--- config.mk ---
export PLATFORM = sky130hd
export DESIGN_NAME = bias_grad
export DESIGN_NICKNAME = d
export VERILOG_FILES = /design/src/rtl/fxp_pkg.sv /design/src/rtl/fxp_sat.sv /design/src/rtl/bias_grad.sv
export SDC_FILE = /design/constraint.sdc
export NUM_CORES = 1
export LEC_CHECK = 0
export BUFFER_PORTS_ARGS = -buffer_cell sky130_fd_sc_hd__buf_2
export CAP_MARGIN = 25
export CORE_MARGIN = 2
export CORE_UTILIZATION = 35
export DETAILED_ROUTE_END_ITERATION = 6
export HOLD_SLACK_MARGIN = 0.1
export PLACE_DENSITY = 0.56
export SLEW_MARGIN = 20
export SYNTH_ARGS = -nofsm -noshare
export SYNTH_HDL_FRONTEND = slang
export SYNTH_SLANG_ARGS = --single-unit
--- constraint.sdc ---
create_clock -name clk -period 8.6 [get_ports clk]
set_input_delay 0 -clock clk [delete_from_list [all_inputs] [get_ports clk]]
set_output_delay 0 -clock clk [all_outputs]
set_load 0.1 [all_outputs]
--- src/rtl/fxp_pkg.sv ---
// Shared Q8.8 fixed-point definitions for the bias-gradient datapath.
package fxp_pkg;

    localparam int unsigned FXP_W    = 16;
    localparam int unsigned FXP_FRAC = 8;

    typedef logic signed [FXP_W-1:0] fxp_t;

    typedef enum logic [1:0] {
        S_IDLE   = 2'd0,
        S_ACCUM  = 2'd1,
        S_SCALE  = 2'd2,
        S_UPDATE = 2'd3
    } bias_grad_state_t;

    // Clamp a sign-extended wide value into the 16-bit signed range.
    function automatic fxp_t sat16(input logic signed [63:0] v);
        fxp_t r;
        if (v > 64'sd32767) begin
            r = 16'sh7FFF;
        end else if (v < -64'sd32768) begin
            r = 16'sh8000;
        end else begin
            r = fxp_t'(v[15:0]);
        end
        return r;
    endfunction

endpackage

--- src/rtl/fxp_sat.sv ---
// Combinational wide-to-16-bit signed saturator (IN_W must be at least 17).
module fxp_sat
    import fxp_pkg::*;
#(
    parameter int unsigned IN_W = 17
) (
    input  logic signed [IN_W-1:0] din_i,
    output fxp_t                   dout_c
);

    // Bits 15 and above must all equal the sign for the value to fit.
    logic [IN_W-16:0] top_bits;
    assign top_bits = din_i[IN_W-1:15];

    // Pass through when representable, otherwise clamp toward the sign.
    always_comb begin
        dout_c = fxp_t'(din_i[15:0]);
        if (!((&top_bits) || !(|top_bits))) begin
            dout_c = din_i[IN_W-1] ? 16'sh8000 : 16'sh7FFF;
        end
    end

endmodule

--- src/rtl/bias_grad.sv ---
// Reduces a column's output gradients to dL/db and emits the SGD-updated bias.
module bias_grad
    import fxp_pkg::*;
#(
    parameter int unsigned BATCH_W = 8,
    parameter int unsigned FRAC    = FXP_FRAC
) (
    input  logic               clk,
    input  logic               rst,
    input  logic               start_in,
    input  logic [BATCH_W-1:0] batch_size_in,
    input  logic [15:0]        lr_in,
    input  logic [15:0]        bias_in,
    input  logic               grad_valid_in,
    input  logic [15:0]        grad_data_in,
    output logic [15:0]        bias_data_out,
    output logic [15:0]        grad_sum_out,
    output logic               bias_valid_out,
    output logic               busy_out
);

    localparam int unsigned ACC_W  = FXP_W + BATCH_W;
    localparam int unsigned PROD_W = ACC_W + FXP_W;

    bias_grad_state_t           state_q, state_d;
    logic [BATCH_W-1:0]         batch_q, batch_d;
    logic [BATCH_W-1:0]         count_q, count_d;
    fxp_t                       lr_q, lr_d;
    fxp_t                       bias_q, bias_d;
    logic signed [ACC_W-1:0]    acc_q, acc_d;
    logic signed [PROD_W-1:0]   prod_q, prod_d;
    fxp_t                       bias_out_q, bias_out_d;
    fxp_t                       gsum_q, gsum_d;
    logic                       valid_q, valid_d;
    logic                       busy_q, busy_d;

    logic signed [PROD_W-1:0]   shifted_c;
    fxp_t                       step_c;
    logic signed [16:0]         diff_c;
    fxp_t                       new_bias_c;

    // Scaled step, floored by the arithmetic shift, then clamped.
    assign shifted_c = prod_q >>> FRAC;

    fxp_sat #(.IN_W(PROD_W)) u_sat_step (
        .din_i  (shifted_c),
        .dout_c (step_c)
    );

    // Bias minus step at 17 bits cannot wrap; saturate back to 16.
    assign diff_c = 17'(bias_q) - 17'(step_c);

    fxp_sat #(.IN_W(17)) u_sat_bias (
        .din_i  (diff_c),
        .dout_c (new_bias_c)
    );

    // Next-state and datapath updates for the reduction sequence.
    always_comb begin
        state_d    = state_q;
        batch_d    = batch_q;
        count_d    = count_q;
        lr_d       = lr_q;
        bias_d     = bias_q;
        acc_d      = acc_q;
        prod_d     = prod_q;
        bias_out_d = '0;
        gsum_d     = '0;
        valid_d    = 1'b0;

        unique case (state_q)
            S_IDLE: begin
                if (start_in && (batch_size_in != '0)) begin
                    batch_d = batch_size_in;
                    lr_d    = fxp_t'(lr_in);
                    bias_d  = fxp_t'(bias_in);
                    acc_d   = '0;
                    count_d = '0;
                    state_d = S_ACCUM;
                end
            end
            S_ACCUM: begin
                if (grad_valid_in) begin
                    acc_d   = acc_q + ACC_W'($signed(grad_data_in));
                    count_d = count_q + BATCH_W'(1);
                    if (count_d == batch_q) begin
                        state_d = S_SCALE;
                    end
                end
            end
            S_SCALE: begin
                prod_d  = PROD_W'(acc_q) * PROD_W'(lr_q);
                state_d = S_UPDATE;
            end
            S_UPDATE: begin
                bias_out_d = new_bias_c;
                gsum_d     = sat16(64'(acc_q));
                valid_d    = 1'b1;
                state_d    = S_IDLE;
            end
            default: state_d = S_IDLE;
        endcase

        // Busy stays up through the cycle the result is presented.
        busy_d = (state_d != S_IDLE) || (state_q == S_UPDATE);
    end

    // State and datapath registers with synchronous reset.
    always_ff @(posedge clk) begin
        if (rst) begin
            state_q    <= S_IDLE;
            batch_q    <= '0;
            count_q    <= '0;
            lr_q       <= '0;
            bias_q     <= '0;
            acc_q      <= '0;
            prod_q     <= '0;
            bias_out_q <= '0;
            gsum_q     <= '0;
            valid_q    <= 1'b0;
            busy_q     <= 1'b0;
        end else begin
            state_q    <= state_d;
            batch_q    <= batch_d;
            count_q    <= count_d;
            lr_q       <= lr_d;
            bias_q     <= bias_d;
            acc_q      <= acc_d;
            prod_q     <= prod_d;
            bias_out_q <= bias_out_d;
            gsum_q     <= gsum_d;
            valid_q    <= valid_d;
            busy_q     <= busy_d;
        end
    end

    assign bias_data_out  = bias_out_q;
    assign grad_sum_out   = gsum_q;
    assign bias_valid_out = valid_q;
    assign busy_out       = busy_q;

endmodule

==> results.cfg <==
[status]
outcome = finished clean

[drt]
drc = 0
drt-initial-drc-count = 1072
dr.pass1.iters = 5
viasPerCell = 5.020
dr_wl_met3_mm = 2.769
top_layer = met5
route.detailed.wl_per_inst_um = 17.22
ant_nets = 0
m1WireLength_mm = 24.22
via_count = 16400
wirelength_mm = 56.25
wl_met2_mm = 27.81

[yosys]
synth_top_area_share_pct = 37.01
ys.flop_type = dfxtp_1
synth_commonest_cells = inv_1 (457), nand2_1 (381), fa_1 (375)
synth_top_cell_by_area = fa_1
synth_fp_nets = 2946
ys_async_sr_fraction_pct = 0
syn_area_um2 = 20290
ys_warn_count = 0
synth.most_common_cell = inv_1
syn_inst = 2376
synth_edf_count = 0
ys_seq_area_share_pct = 13.82
ys_top_cells_by_area = fa_1 (37%), dfxtp_1 (14%), inv_1 (8.5%)
ys_seq_elements = 140
ys_types = 62
avgSynthCellArea_um2 = 8.538

[floorplanning]
initial_utilization_pct = 35.29
dieArea_um2 = 59900
die_h_um = 244.7
die_w_um = 244.7
coreArea_um2 = 57480
ios = 94
num_rows = 88

[critical_path]
crit_path_max_fanout = 19
critical_path_required_ns = 8.94
path_class = flop to flop
path_cells = nand2_1 -> fa_1 -> inv_1 -> fa_1 -> inv_1 -> fa_1 -> inv_1 -> fa_1 -> fa_1 -> inv_1 -> fa_1 -> inv_1 -> ha_1 -> a21o_1 -> a211oi_1 -> o211a_1 -> o21a_1 -> o21a_1 -> o41ai_4 -> a211o_1 -> a211o_1 -> a32o_1
cpPeakStageDelay_ns = 1.03
arrival_ns = 7.61
crit_buf_inv = 5
r2r-start = acc_q[9]
cp_top_family = adder cells
crit_path_frequent_cell = fa_1
crit_path_end_kind = flop
crit_slowest_cell = dfxtp_1
worstSetupStartpointType = flop
crit_start = acc_q[9]

[grt]
grt_max_degree = 57
antenna_found_initial = 2
gr-total-overflow = 0
gr-usage-all-layers_pct = 19.62
first_global_vias = 17520
grt_pass1_wl_mm = 92.32

[clock_tree]
clock-root-buffer = clkbuf_16
cts_buffers = 17
cts.sink_count = 140
cts_tree = built
cts_buffer_depth = 2
clk_pin_slew_ns = 0.07
cts_setup_buffers = 0
h-tree-depth = 4
clock_latency_ns = 0.44

[power]
fin_total_pwr_w = 0.002257
p_leak_nw = 11.27
p_per_area_nw_per_um2 = 97.93
ir_drop_v = 0.0001709

[timing]
skew_ns = 0.01297
period_needed_ns = 7.278
setup_viol = 0
slew_headroom_pct = 28.16
fmax_mhz = 137.4
worst_pin_slew_ns = 1.076
fin_crit_sh_pct = 84.62
worst_slack_ns = 1.322
hold_viol = 0
tns_ns = 0
rsz0062_at_grt = no
slew_viol_final = 0

[final_layout]
fillers = 5832
diodes = 0
stdcell_area_um2 = 23050
syn_to_final_growth_pct = 13.62
fin_nets = 3059
drive_gt1_share_pct = 6.994

[flow_run]
maxCapViolCount = 0

[placement]
dp_hpwl_mm = 43.86
postPlaceCellArea_um2 = 21560
io_buffers = 93
gp_congestion = 0.8626
dp_worst_setup_slack_ns = 1.389

[hold_path]
holdCritStartpoint = grad_valid_in
hp-class = primary input to flop
==> through the flow <==
step           util, %  hold WS, ns  std cells
6_report         40.10       0.1235       3267
5_1_grt          40.10       0.1639       3267
4_1_cts          40.05       0.1030       3265
3_5_place_dp     37.52       0.2458       3155
3_3_place_gp     37.52       0.2416       3155
2_1_floorplan        -       0.1360       2376
==> flip-flops by register name (all words and copies together) (netlist names) <==
name	count
state_q	2
acc_q	24
bias_valid_out	1
bias_q	16
prod_q	32
bias_data_out	16
busy_out	1
grad_sum_out	16
lr_q	16
batch_q	8
count_q	8
==> power breakdown <==
group | leakage (nW) | switching (W) | total (W) | internal [W]
Sequential | 1.14 | 0.0000557 | 0.000723 | 0.000668
Clock | 0.325 | 0.000305 | 0.000866 | 0.000561
Combinational | 9.81 | 0.000402 | 0.000668 | 0.000266
Total | 11.3 | 0.000763 | 0.00226 | 0.00149
==> per-layer routing <==
metal	vias to the layer above	global-route usage, %
met5	-	0
met4	2	5.900
met3	77	2.504
met2	446	33.73
met1	8342	25.74
li1	7533	-
==> logic make-up after synthesis <==
group,after synthesis,share of synthesized area [%]
compound gates,299,9.295
simple gates,785,17.94
buf+inv,572,10.58
fa+ha+maj,510,45.33
mux,2,0.09869
flops,140,13.82
xor+xnor,68,2.936
==> path summary, 6_finish.rpt <==
kind              cells past startpoint    endpoint  slack, ns
setup / recovery                     22  prod_q[37]       1.32
hold / removal                        7  state_q[1]       0.12
setup reg to reg                     22  prod_q[37]       1.32
hold reg to reg                       2  prod_q[22]       0.46
==> placed cells by master (no fill, tap or decap), types with 13 or more instances in the layout <==
cell type / n
nand3_1: 43
inv_1: 457
xnor2_1: 40
o31ai_1: 14
a21o_1: 18
clkbuf_16: 17
dlygate4sd3_1: 78
nor3_1: 19
o21ai_0: 37
nand2_1: 381
buf_4: 38
fa_1: 375
dfxtp_1: 140
xor2_1: 28
nor2_1: 107
nand2b_1: 13
a21oi_1: 129
ha_1: 135
buf_2: 92
and2_1: 155
nand4_1: 13
==> worst min-delay path, cell delays in order <==
cell and delay (ns):
buf_2 0.12, nand4_1 0.08, nor4_1 0.05, nand3_1 0.09, nor2_1 0.04, nor2_1 0.08, nor2_1 0.04
==> what timing repair did <==
| action | in CTS | in global routing |
|---|---|---|
| hold buffers | 78 | 0 |
| gates resized for setup | 0 | 0 |
| endpoints found under the hold margin | 58 | 0 |
==> area by class of cell <==
cell class	count	area, um^2	share of cell area (%)
inverters	457	1715	7.443
flip-flops and latches	140	2803	12.16
repair buffers	209	1541	6.688
well taps	765	957.2	4.153
multi-input cells	1664	15360	66.63
clock buffers	22	464.2	2.014
clock inverters	10	210.2	0.9120
(Power assumes the default switching activity.)
